$ cat src/rtl/pw_lock_fsm.sv
// -----------------------------------------------------------------------------
// pw_lock_fsm
//
// Parametrised password lock. The raw enter button is synchronised and
// debounced. Each rising edge of the debounced level captures one digit from
// the switches. After DIGITS digits the code is compared with PASSWORD. A
// correct code opens the lock for HOLD_CYCLES. A wrong code shows FAIL for
// HOLD_CYCLES. MAX_FAILS consecutive wrong codes cause a LOCKOUT of
// LOCK_CYCLES.
//
// Optional feature (macro PW_LOCK_TIMEOUT_EN):
//   When defined, an entry that sees no press for TIMEOUT_CYCLES is abandoned
//   and the lock returns to IDLE without counting a failure.
//
// Ports:
//   clk           in  single clock
//   rst_a         in  asynchronous reset, active high
//   enable_data   in  raw (bouncy) enter button, active high
//   entradas      in  [BITS] current digit from the switches
//   estado_led    out [3] state code (IDLE=0 .. LOCKOUT=5)
//   digit_cnt     out digits captured in the current code
//   fail_cnt      out consecutive wrong codes
//   pass_led      out high only in OPEN
//   fail_led      out high only in FAIL
//   lock_led      out high only in LOCKOUT
//   debouncer_led out debounced button level
//
// State table:
//   state   | meaning
//   IDLE    | waiting for the first digit
//   ENTRY   | collecting the remaining digits
//   CHECK   | one cycle: judge the collected code
//   OPEN    | correct code, pass_led for HOLD_CYCLES
//   FAIL    | wrong code, fail_led for HOLD_CYCLES
//   LOCKOUT | too many wrong codes, lock_led for LOCK_CYCLES
// -----------------------------------------------------------------------------
module pw_lock_fsm #(
  parameter int                       BITS           = 4,
  parameter int                       DIGITS         = 4,
  parameter logic [DIGITS*BITS-1:0]   PASSWORD       = 16'h1234,
  parameter int                       DEB_CYCLES     = 50000,
  parameter int                       MAX_FAILS      = 3,
  parameter int                       HOLD_CYCLES    = 25000000,
  parameter int                       LOCK_CYCLES    = 250000000,
  parameter int                       TIMEOUT_CYCLES = 250000000
) (
  input  logic                           clk,
  input  logic                           rst_a,
  input  logic                           enable_data,
  input  logic [BITS-1:0]                entradas,
  output logic [2:0]                     estado_led,
  output logic [$clog2(DIGITS+1)-1:0]    digit_cnt,
  output logic [$clog2(MAX_FAILS+1)-1:0] fail_cnt,
  output logic                           pass_led,
  output logic                           fail_led,
  output logic                           lock_led,
  output logic                           debouncer_led
);

  localparam int DCW = $clog2(DIGITS + 1);
  localparam int FCW = $clog2(MAX_FAILS + 1);
  localparam int DBW = $clog2(DEB_CYCLES + 1);
  localparam int DWELL_HL  = (HOLD_CYCLES > LOCK_CYCLES) ? HOLD_CYCLES : LOCK_CYCLES;
  localparam int DWELL_MAX = (DWELL_HL > TIMEOUT_CYCLES) ? DWELL_HL : TIMEOUT_CYCLES;
  localparam int DWW = $clog2(DWELL_MAX + 1);

  typedef enum logic [2:0] {
    S_IDLE    = 3'd0,
    S_ENTRY   = 3'd1,
    S_CHECK   = 3'd2,
    S_OPEN    = 3'd3,
    S_FAIL    = 3'd4,
    S_LOCKOUT = 3'd5
  } state_t;

  // ---------------------------------------------------------------------------
  // Synchroniser and debouncer
  // ---------------------------------------------------------------------------
  logic           sync1_q, sync2_q;
  logic           deb_lvl_q, deb_lvl_d;
  logic [DBW-1:0] deb_cnt_q, deb_cnt_d;
  logic           stb_q, stb_d;

  always_comb begin
    deb_lvl_d = deb_lvl_q;
    deb_cnt_d = '0;
    if (sync2_q != deb_lvl_q) begin
      if (deb_cnt_q == DBW'(DEB_CYCLES)) begin
        deb_lvl_d = ~deb_lvl_q;
      end else begin
        deb_cnt_d = deb_cnt_q + 1'b1;
      end
    end
    // Strobe is registered alongside the level, so it is high exactly in the
    // first cycle the debounced level reads 1.
    stb_d = deb_lvl_d & ~deb_lvl_q;
  end

  always_ff @(posedge clk or posedge rst_a) begin
    if (rst_a) begin
      sync1_q   <= 1'b0;
      sync2_q   <= 1'b0;
      deb_lvl_q <= 1'b0;
      deb_cnt_q <= '0;
      stb_q     <= 1'b0;
    end else begin
      sync1_q   <= enable_data;
      sync2_q   <= sync1_q;
      deb_lvl_q <= deb_lvl_d;
      deb_cnt_q <= deb_cnt_d;
      stb_q     <= stb_d;
    end
  end

  // ---------------------------------------------------------------------------
  // Lock FSM
  // ---------------------------------------------------------------------------
  state_t         state_q, state_d;
  logic [DCW-1:0] digit_q, digit_d;
  logic [FCW-1:0] fail_q, fail_d;
  logic           bad_q, bad_d;
  logic [DWW-1:0] dwell_q, dwell_d;
  logic           pass_q, pass_d;
  logic           failled_q, failled_d;
  logic           lock_q, lock_d;
  logic [BITS-1:0] exp_digit;
  logic [FCW-1:0]  fail_inc;

  // Password digit selected by the number of digits already captured.
  always_comb begin
    exp_digit = '0;
    for (int i = 0; i < DIGITS; i++) begin
      if (digit_q == DCW'(i)) begin
        exp_digit = PASSWORD[(DIGITS-1-i)*BITS +: BITS];
      end
    end
  end

  assign fail_inc = (fail_q == FCW'(MAX_FAILS)) ? fail_q : fail_q + 1'b1;

  always_comb begin
    state_d = state_q;
    digit_d = digit_q;
    fail_d  = fail_q;
    bad_d   = bad_q;
    dwell_d = dwell_q + 1'b1;

    case (state_q)
      S_IDLE: begin
        dwell_d = '0;
        if (stb_q) begin
          bad_d   = (entradas != PASSWORD[DIGITS*BITS-1 -: BITS]);
          digit_d = DCW'(1);
          state_d = (DIGITS == 1) ? S_CHECK : S_ENTRY;
        end
      end

      S_ENTRY: begin
`ifdef PW_LOCK_TIMEOUT_EN
        // A press on the timeout cycle still counts as a digit.
        if (stb_q) begin
          dwell_d = '0;
          bad_d   = bad_q | (entradas != exp_digit);
          digit_d = digit_q + 1'b1;
          if (digit_q == DCW'(DIGITS-1)) state_d = S_CHECK;
        end else if (dwell_q == DWW'(TIMEOUT_CYCLES-1)) begin
          state_d = S_IDLE;
          digit_d = '0;
          bad_d   = 1'b0;
        end
`else
        dwell_d = '0;
        if (stb_q) begin
          bad_d   = bad_q | (entradas != exp_digit);
          digit_d = digit_q + 1'b1;
          if (digit_q == DCW'(DIGITS-1)) state_d = S_CHECK;
        end
`endif
      end

      S_CHECK: begin
        digit_d = '0;
        bad_d   = 1'b0;
        if (!bad_q) begin
          fail_d  = '0;
          state_d = S_OPEN;
        end else begin
          fail_d  = fail_inc;
          state_d = (fail_inc == FCW'(MAX_FAILS)) ? S_LOCKOUT : S_FAIL;
        end
      end

      S_OPEN, S_FAIL: begin
        if (dwell_q == DWW'(HOLD_CYCLES-1)) state_d = S_IDLE;
      end

      S_LOCKOUT: begin
        if (dwell_q == DWW'(LOCK_CYCLES-1)) begin
          fail_d  = '0;
          state_d = S_IDLE;
        end
      end

      default: begin
        state_d = S_IDLE;
        digit_d = '0;
        bad_d   = 1'b0;
      end
    endcase

    if (state_d != state_q) dwell_d = '0;

    pass_d    = (state_d == S_OPEN);
    failled_d = (state_d == S_FAIL);
    lock_d    = (state_d == S_LOCKOUT);
  end

  always_ff @(posedge clk or posedge rst_a) begin
    if (rst_a) begin
      state_q   <= S_IDLE;
      digit_q   <= '0;
      fail_q    <= '0;
      bad_q     <= 1'b0;
      dwell_q   <= '0;
      pass_q    <= 1'b0;
      failled_q <= 1'b0;
      lock_q    <= 1'b0;
    end else begin
      state_q   <= state_d;
      digit_q   <= digit_d;
      fail_q    <= fail_d;
      bad_q     <= bad_d;
      dwell_q   <= dwell_d;
      pass_q    <= pass_d;
      failled_q <= failled_d;
      lock_q    <= lock_d;
    end
  end

  assign estado_led    = state_q;
  assign digit_cnt     = digit_q;
  assign fail_cnt      = fail_q;
  assign pass_led      = pass_q;
  assign fail_led      = failled_q;
  assign lock_led      = lock_q;
  assign debouncer_led = deb_lvl_q;

endmodule
$ cat config.mk
export PLATFORM = sky130hd
export DESIGN_NAME = pw_lock_fsm
export DESIGN_NICKNAME = d
export VERILOG_FILES = /design/src/rtl/pw_lock_fsm.sv
export SDC_FILE = /design/constraint.sdc
export NUM_CORES = 1
export LEC_CHECK = 0
export CAP_MARGIN = 0
export CORE_ASPECT_RATIO = 1.5
export CORE_UTILIZATION = 59
export CTS_CLUSTER_DIAMETER = 100
export CTS_CLUSTER_SIZE = 12
export DETAILED_ROUTE_END_ITERATION = 10
export MAX_ROUTING_LAYER = met4
export PLACE_DENSITY = 0.79
export SLEW_MARGIN = 20
export SYNTH_ARGS = -nofsm -noshare
export SYNTH_HDL_FRONTEND = slang
export SYNTH_SLANG_ARGS = --single-unit
$ cat constraint.sdc
create_clock -name clk -period 2.5 [get_ports clk]
set_input_delay 0.375 -clock clk [delete_from_list [all_inputs] [get_ports clk]]
set_output_delay 0.375 -clock clk [all_outputs]
set_load 0.005 [all_outputs]
==> results.sh, run 1 <==
export IMPL_yosysSeqAreaShare_pct=46.3
export IMPL_p_per_area_mw_per_mm2=529
export IMPL_syn_nets=345
export IMPL_core_mm2=0.00520
export IMPL_n_antenna_cell=0
export IMPL_r2r_end="dwell_q[12]"
export IMPL_drv_slew=0
export IMPL_synthToLayoutAreaGrowth_pct=15.9
export IMPL_power_switching_uw=403
export IMPL_r2r_start="dwell_q[14]"
export IMPL_rrSetupSlack_ns=0.21
export IMPL_synth_cell_types=46
export IMPL_gr_total_overflow=0
export IMPL_drv_cap=0
export IMPL_multiInputGateArea_mm2=0.00163
export IMPL_setup_viol=0
export IMPL_crit_arrival_ns=2.50
export IMPL_avgSynthCellArea_um2=9.83
export IMPL_fin_setup_tns_ns=0
export IMPL_grt_pass1_wl_um=11000
export IMPL_ant_nets=0
export IMPL_dieWidth_um=62.5
export IMPL_hp_class="flip-flop to flip-flop"
export IMPL_track_usage_pct=25.2
export IMPL_peakVddDrop_mv=0.366
export IMPL_io_buffers=18
export IMPL_post_cts_resized=0
export IMPL_wire_per_inst_um=14.6
export IMPL_cp_end_kind="flip-flop"
export IMPL_h_tree_depth=3
export IMPL_power_share_clock_pct=48.0
export IMPL_rsz0062_at_grt="no"
export IMPL_clock_path_buffers=2
export IMPL_crit_path_top_delay_cell="or4_4"
export IMPL_power_leakage_nw=1.54
export IMPL_seqCellArea_mm2=0.00150
export IMPL_numCtsBuffers=9
export IMPL_drc_errors=0
export IMPL_die_area_mm2=0.00580
export IMPL_seqPwrFrac_pct=49.5
export IMPL_crit_fanout=28
export IMPL_std_cell_rows=32
export IMPL_worstHoldStart="sync1_q"
export IMPL_top_usage_layer="met2"
export IMPL_cp_start_kind="flip-flop"
export IMPL_reg2reg_depth=7
export IMPL_dr_total_vias=2498
export IMPL_antenna_found_initial=0
export IMPL_timing_final_crit_share_pct=91.6
export IMPL_holdPathEnd="sync2_q"
export IMPL_synthesis_area_mm2=0.00324
export IMPL_yosysWarnings=0
export IMPL_io_pins=19
export IMPL_path_clk_slew_ns=0.07
export IMPL_hold_buffers=0
export IMPL_worst_slew_pin_slew_ns=0.498
export IMPL_required_ns=2.71
export IMPL_drive_gt1_share_pct=11.5
export IMPL_fin_util_pct=72.2
export IMPL_fill_cells=411
export IMPL_grt_pass1_vias=2477
export IMPL_slew_headroom_pct=66.7
export IMPL_synthCells=330
export IMPL_switching_share_pct=20.3
export IMPL_wirelength_um=6310
export IMPL_cts_sinks=60
export IMPL_path_class="flip-flop to flip-flop"
export IMPL_grt_max_degree=61
export IMPL_met2_usage_pct=42.4
export IMPL_cts_tree="yes"
export IMPL_p_int_mw=1.58
export IMPL_vias_per_cell=5.78
export IMPL_path_buf_inv=1
export IMPL_gp_congestion=0.906
export IMPL_drtPass1Iterations=4
export IMPL_postCtsSetupRepairBufs=0
export IMPL_crit_path_max_incr_delay_ns=0.56
export IMPL_grt_use_met1_pct=27.6
export IMPL_skew_ns=0.00829
export IMPL_period_needed_ns=2.29
export IMPL_share_comb_of_total_power_pct=2.5
export IMPL_grt_use_met3_pct=6.16
export IMPL_hold_depth=0
export IMPL_die_h_um=92.8
export IMPL_cp_cell_sequence="or4_4 > nor4_4 > nand3_2 > o2bb2ai_2 > o32ai_4 > buf_12 > nor3_1"
export IMPL_max_freq_mhz=437
export IMPL_hold_violations=0
export IMPL_outcome="finished, final reports clean"
export IMPL_fin_nets=374
export IMPL_clock_latency_ns=0.33
export IMPL_cts_root_buf="clkbuf_8"
export IMPL_initialDrtViolationCount=158
export IMPL_crit_family="simple AND/OR/NAND/NOR gates"
export IMPL_start_util_pct=62.3
export IMPL_ys_ff_latch=60
export IMPL_dpl_hpwl_um=4450
worst max path at each step:
stage | from | to | slack [ns] | cells after the start
floorplan | dwell_q[14] | dwell_q[18] | 0.21 | 7
global placement | dwell_q[14] | dwell_q[3] | 0.26 | 7
detailed placement | dwell_q[14] | dwell_q[13] | 0.22 | 7
CTS | dwell_q[14] | dwell_q[12] | 0.20 | 7
global route | dwell_q[25] | dwell_q[5] | 0.08 | 7
finish | dwell_q[14] | dwell_q[12] | 0.21 | 7
final cells by class:
cell class / instances / area share (%)
inverter: 15 / 1.50
multi-input combinational: 247 / 43.4
timing repair buffer: 26 / 7.06
sequential: 60 / 40.0
clock inverter: 4 / 1.93
clock buffer: 12 / 3.86
tap: 68 / 2.26
worst register-to-register path, stage by stage, from the launching register on:
cell and delay [ns]:
dfrtp_1 0.41, or4_4 0.56, nor4_4 0.30, nand3_2 0.11
o2bb2ai_2 0.15, o32ai_4 0.31, buf_12 0.22, nor3_1 0.10
layout by cell type (no fill, tap or decap), types with 6 or more instances in the layout:
master            n
dfrtp_1          60
and3_1            7
nor3_2            7
nand2_1          22
nor2b_1           6
buf_4             6
xnor2_1          20
nor2_1           43
clkbuf_8         10
clkdlybuf4s50_1  18
ha_1              8
inv_1            14
nor3_1           11
nand3_1          17
nand4_1          13
a21oi_1          10
o21ai_0          11
xor2_1           23
power groups by stage:
| stage | registers (mW) | clock network, mW | logic, mW |
|---|---|---|---|
| after global routing | 0.983 | 1.01 | 0.0585 |
| after CTS | 0.983 | 0.968 | 0.0516 |
| after detailed placement | 1.00 | 0 | 0.0513 |
| final | 0.983 | 0.954 | 0.0501 |
| after floorplan | 0.999 | 0 | 0.0296 |
| after global placement | 1.00 | 0 | 0.0511 |
state kept, by name, summed over array words and instances (netlist names):
name / flops
digit_cnt: 3
deb_cnt_q: 16
bad_q: 1
debouncer_led: 1
dwell_q: 28
pass_led: 1
stb_q: 1
fail_cnt: 2
estado_led: 3
fail_led: 1
lock_led: 1
sync2_q: 1
sync1_q: 1
cells in the mapped netlist, drive strengths merged:
cell type / count / area share [%]
a2111oi: 1 / 0.27
a211o: 1 / 0.27
a21oi: 10 / 1.5
a22oi: 1 / 0.23
a31oi: 4 / 0.77
and2: 3 / 0.58
and3: 8 / 1.6
and4: 6 / 1.7
buf: 4 / 1.2
clkbuf: 4 / 0.46
dfrtp: 60 / 46
ha: 8 / 3.1
inv: 15 / 1.7
mux2: 2 / 0.69
nand2: 22 / 2.5
nand3: 18 / 2.9
nand4: 13 / 2.5
nand4b: 1 / 0.27
nor2: 45 / 5.4
nor2b: 6 / 1.2
nor3: 18 / 3.9
nor3b: 6 / 1.5
nor4: 3 / 1.0
nor4b: 5 / 1.4
o211a: 1 / 0.31
o21ai: 11 / 1.7
o21bai: 2 / 0.46
o22ai: 2 / 0.39
o2bb2ai: 1 / 0.46
o311ai: 1 / 0.27
o32ai: 1 / 0.85
or3: 1 / 0.19
or4: 3 / 0.81
xnor2: 20 / 5.4
xor2: 23 / 6.2
per-layer routing:
layer / part of all wire [%] / vias up / wire length, um
met5: 0 / - / 0
met4: 1.7 / 0 / 110
met3: 3.0 / 12 / 188
met2: 54 / 41 / 3430
met1: 41 / 1230 / 2580
li1: - / 1215 / -
metrics by stage:
| step | area [um2] | hold slack [ns] | power [mW] | std cells | setup WS (ns) |
|---|---|---|---|---|---|
| floorplan | 3240 | 0.331 | 1.03 | 330 | 0.208 |
| global placement | 3540 | 0.336 | 1.05 | 416 | 0.260 |
| detailed placement | 3540 | 0.335 | 1.05 | 416 | 0.215 |
| CTS | 3760 | 0.348 | 2.00 | 432 | 0.203 |
| global route | 3760 | 0.374 | 2.05 | 432 | 0.0810 |
| finish | 3760 | 0.346 | 1.99 | 432 | 0.211 |
cells by family after synthesis:
family	synth area share (%)
DFF	46.3
AOI/OAI and AO/OA	7.52
muxes	0.694
buffers and inverters	3.39
and+or+nand+nor	27.4
xor gates and xnor gates	11.6
adders and majority gates	3.09
Power figures use the tool's default switching activity.
==> inputs of run 2 (changes only) <==
--- a/config.mk
+++ b/config.mk
@@ -8,4 +8,6 @@
 export CAP_MARGIN = 0
+export CELL_PAD_IN_SITES_DETAIL_PLACEMENT = 0
+export CELL_PAD_IN_SITES_GLOBAL_PLACEMENT = 1
 export CORE_ASPECT_RATIO = 1.5
-export CORE_UTILIZATION = 59
+export CORE_UTILIZATION = 47
 export CTS_CLUSTER_DIAMETER = 100
@@ -14,3 +16,3 @@
 export MAX_ROUTING_LAYER = met4
-export PLACE_DENSITY = 0.79
+export PLACE_DENSITY_LB_ADDON = 0.1
 export SLEW_MARGIN = 20
==> constraint.sdc (replaced) <==
create_clock -name clk -period 2.5 [get_ports clk]
set_input_delay 0.25 -clock clk [delete_from_list [all_inputs] [get_ports clk]]
set_output_delay 0.25 -clock clk [all_outputs]
set_load 0.005 [all_outputs]
==> run 2 against run 1 <==
Core utilization shrank 14 points; clock-buffer cell count did not move; critical path depth stayed put; sequential share of layout area fell by 0.71 points; largest power group is now clock; worst hold slack lost 0.11 ns; critical path type unchanged; flip-flop and latch count stayed put; critical endpoint is now dwell_q[14]; non-clock buffer count is 7 higher; sequential power is essentially flat; highest routed layer unchanged; setup slack lost 0.023 ns; routed wire length up 6.6%.
==> results.sh, run 2 (synthesized netlist as in run 1, its figures left out) <==
export IMPL_fill_cells=603
export IMPL_cts_sinks=60
export IMPL_crit_path_max_incr_delay_ns=0.56
export IMPL_std_cell_rows=36
export IMPL_layout_common_cells="dfrtp_1 (60), nor2_1 (43), xor2_1 (23)"
export IMPL_vias_per_cell=5.52
export IMPL_grt_pass1_vias=2544
export IMPL_hold_ws_ns=0.239
export IMPL_largest_register="dwell_q"
export IMPL_timing_final_crit_share_pct=92.5
export IMPL_crit_path_top_delay_cell="or4_4"
export IMPL_clock_latency_ns=0.34
export IMPL_path_class="flip-flop to flip-flop"
export IMPL_dp_cells=431
export IMPL_path_buf_inv=1
export IMPL_crit_start="dwell_q[14]"
export IMPL_drive_gt1_share_pct=13.7
export IMPL_initialDrtViolationCount=124
export IMPL_p_per_area_mw_per_mm2=535
export IMPL_start_util_pct=49.3
export IMPL_cp_end_kind="flip-flop"
export IMPL_fin_nets=381
export IMPL_numCtsBuffers=9
export IMPL_track_usage_pct=21.2
export IMPL_wire_per_inst_um=15.0
export IMPL_synthToLayoutAreaGrowth_pct=17.9
export IMPL_gp_congestion=0.847
export IMPL_drv_slew=0
export IMPL_hp_class="primary input to asynchronous set/reset pin"
export IMPL_h_tree_depth=3
export IMPL_cts_root_buf="clkbuf_8"
export IMPL_path_clk_slew_ns=0.07
export IMPL_largest_reg_flops=28
export IMPL_fin_util_pct=58.2
export IMPL_gr_total_overflow=0
export IMPL_dieWidth_um=69.8
export IMPL_dpl_hpwl_um=4880
export IMPL_clock_path_buffers=2
export IMPL_core_mm2=0.00658
export IMPL_outcome="finished, final reports clean"
export IMPL_drtPass1Iterations=4
export IMPL_post_cts_resized=0
export IMPL_crit_fanout=28
export IMPL_final_cell_count_no_fill=447
export IMPL_crit_family="simple AND/OR/NAND/NOR gates"
export IMPL_hold_buffers=0
export IMPL_post_route_worst_setup_slack_ns=0.188
export IMPL_die_h_um=104
export IMPL_worst_slew_pin_slew_ns=0.492
export IMPL_slew_headroom_pct=67.1
export IMPL_die_area_mm2=0.00724
export IMPL_cp_start_kind="flip-flop"
export IMPL_n_antenna_cell=0
export IMPL_ant_nets=0
export IMPL_grt_max_degree=29
export IMPL_postCtsSetupRepairBufs=0
export IMPL_cp_cell_sequence="or4_4 > nor4_4 > nand3_2 > o2bb2ai_2 > o32ai_4 > buf_12 > nor3_1"
export IMPL_p_total_mw=2.05
export IMPL_rsz0062_at_grt="no"
export IMPL_place_worst_setup_slack_ns=0.192
export IMPL_power_leakage_nw=1.59
export IMPL_grt_pass1_wl_um=11800
export IMPL_required_ns=2.72
export IMPL_setup_viol=0
export IMPL_skew_ns=0.00768
export IMPL_drc_errors=0
export IMPL_antenna_found_initial=0
export IMPL_period_needed_ns=2.31
export IMPL_max_freq_mhz=433
export IMPL_drv_cap=0
export IMPL_fin_area_mm2=0.00382
export IMPL_crit_arrival_ns=2.53
export IMPL_hold_violations=0
export IMPL_dr_total_vias=2469
export IMPL_r2r_start="dwell_q[14]"
export IMPL_io_buffers=18
export IMPL_fin_setup_tns_ns=0
export IMPL_wirelength_um=6720
export IMPL_mostFrequentLayoutCell="dfrtp_1"
export IMPL_placedInstanceArea_mm2=0.00359
export IMPL_reg_top3="dwell_q x28, deb_cnt_q x16"
export IMPL_peakVddDrop_mv=0.392
export IMPL_cts_tree="yes"
export IMPL_io_pins=19
run 2: worst reg2reg max path: stages, from the launching register on:
cell and delay [ns]:
dfrtp_1 0.41, or4_4 0.56, nor4_4 0.32, nand3_2 0.11, o2bb2ai_2 0.16, o32ai_4 0.31
buf_12 0.23, nor3_1 0.09
run 2: cell type report:
cell class,instances,area [um2],share of cell area (%)
inverter,15,56.3,1.47
timing repair buffer,33,305,7.98
clock inverter,4,70.1,1.83
clock buffer,12,165,4.32
tap,76,95.1,2.49
multi-input combinational,247,1630,42.7
sequential,60,1500,39.3
run 2: worst paths after layout:
check | end | slack (ns) | cells after the start
setup / recovery | dwell_q[14] | 0.19 | 7
hold / removal | deb_cnt_q[1] | 0.24 | 2
setup reg to reg | dwell_q[14] | 0.19 | 7
hold reg to reg | sync2_q | 0.36 | 0
max in group asynchronous | dwell_q[23] | 1.59 | 3
min in group clk | sync1_q | 0.35 | 1
run 2: where the power goes:
group          internal, mW  switching (mW)
registers             0.977         0.00710
logic                0.0187          0.0314
clock network         0.639           0.373
total                  1.63           0.412
run 2: per-layer routing:
| layer | vias up | track usage, % | wire length, um |
|---|---|---|---|
| met5 | - | - | 0 |
| met4 | 0 | 9.43 | 163 |
| met1 | 1200 | 23.6 | 2890 |
| met3 | 15 | 4.47 | 165 |
| li1 | 1223 | - | - |
| met2 | 31 | 36.1 | 3500 |
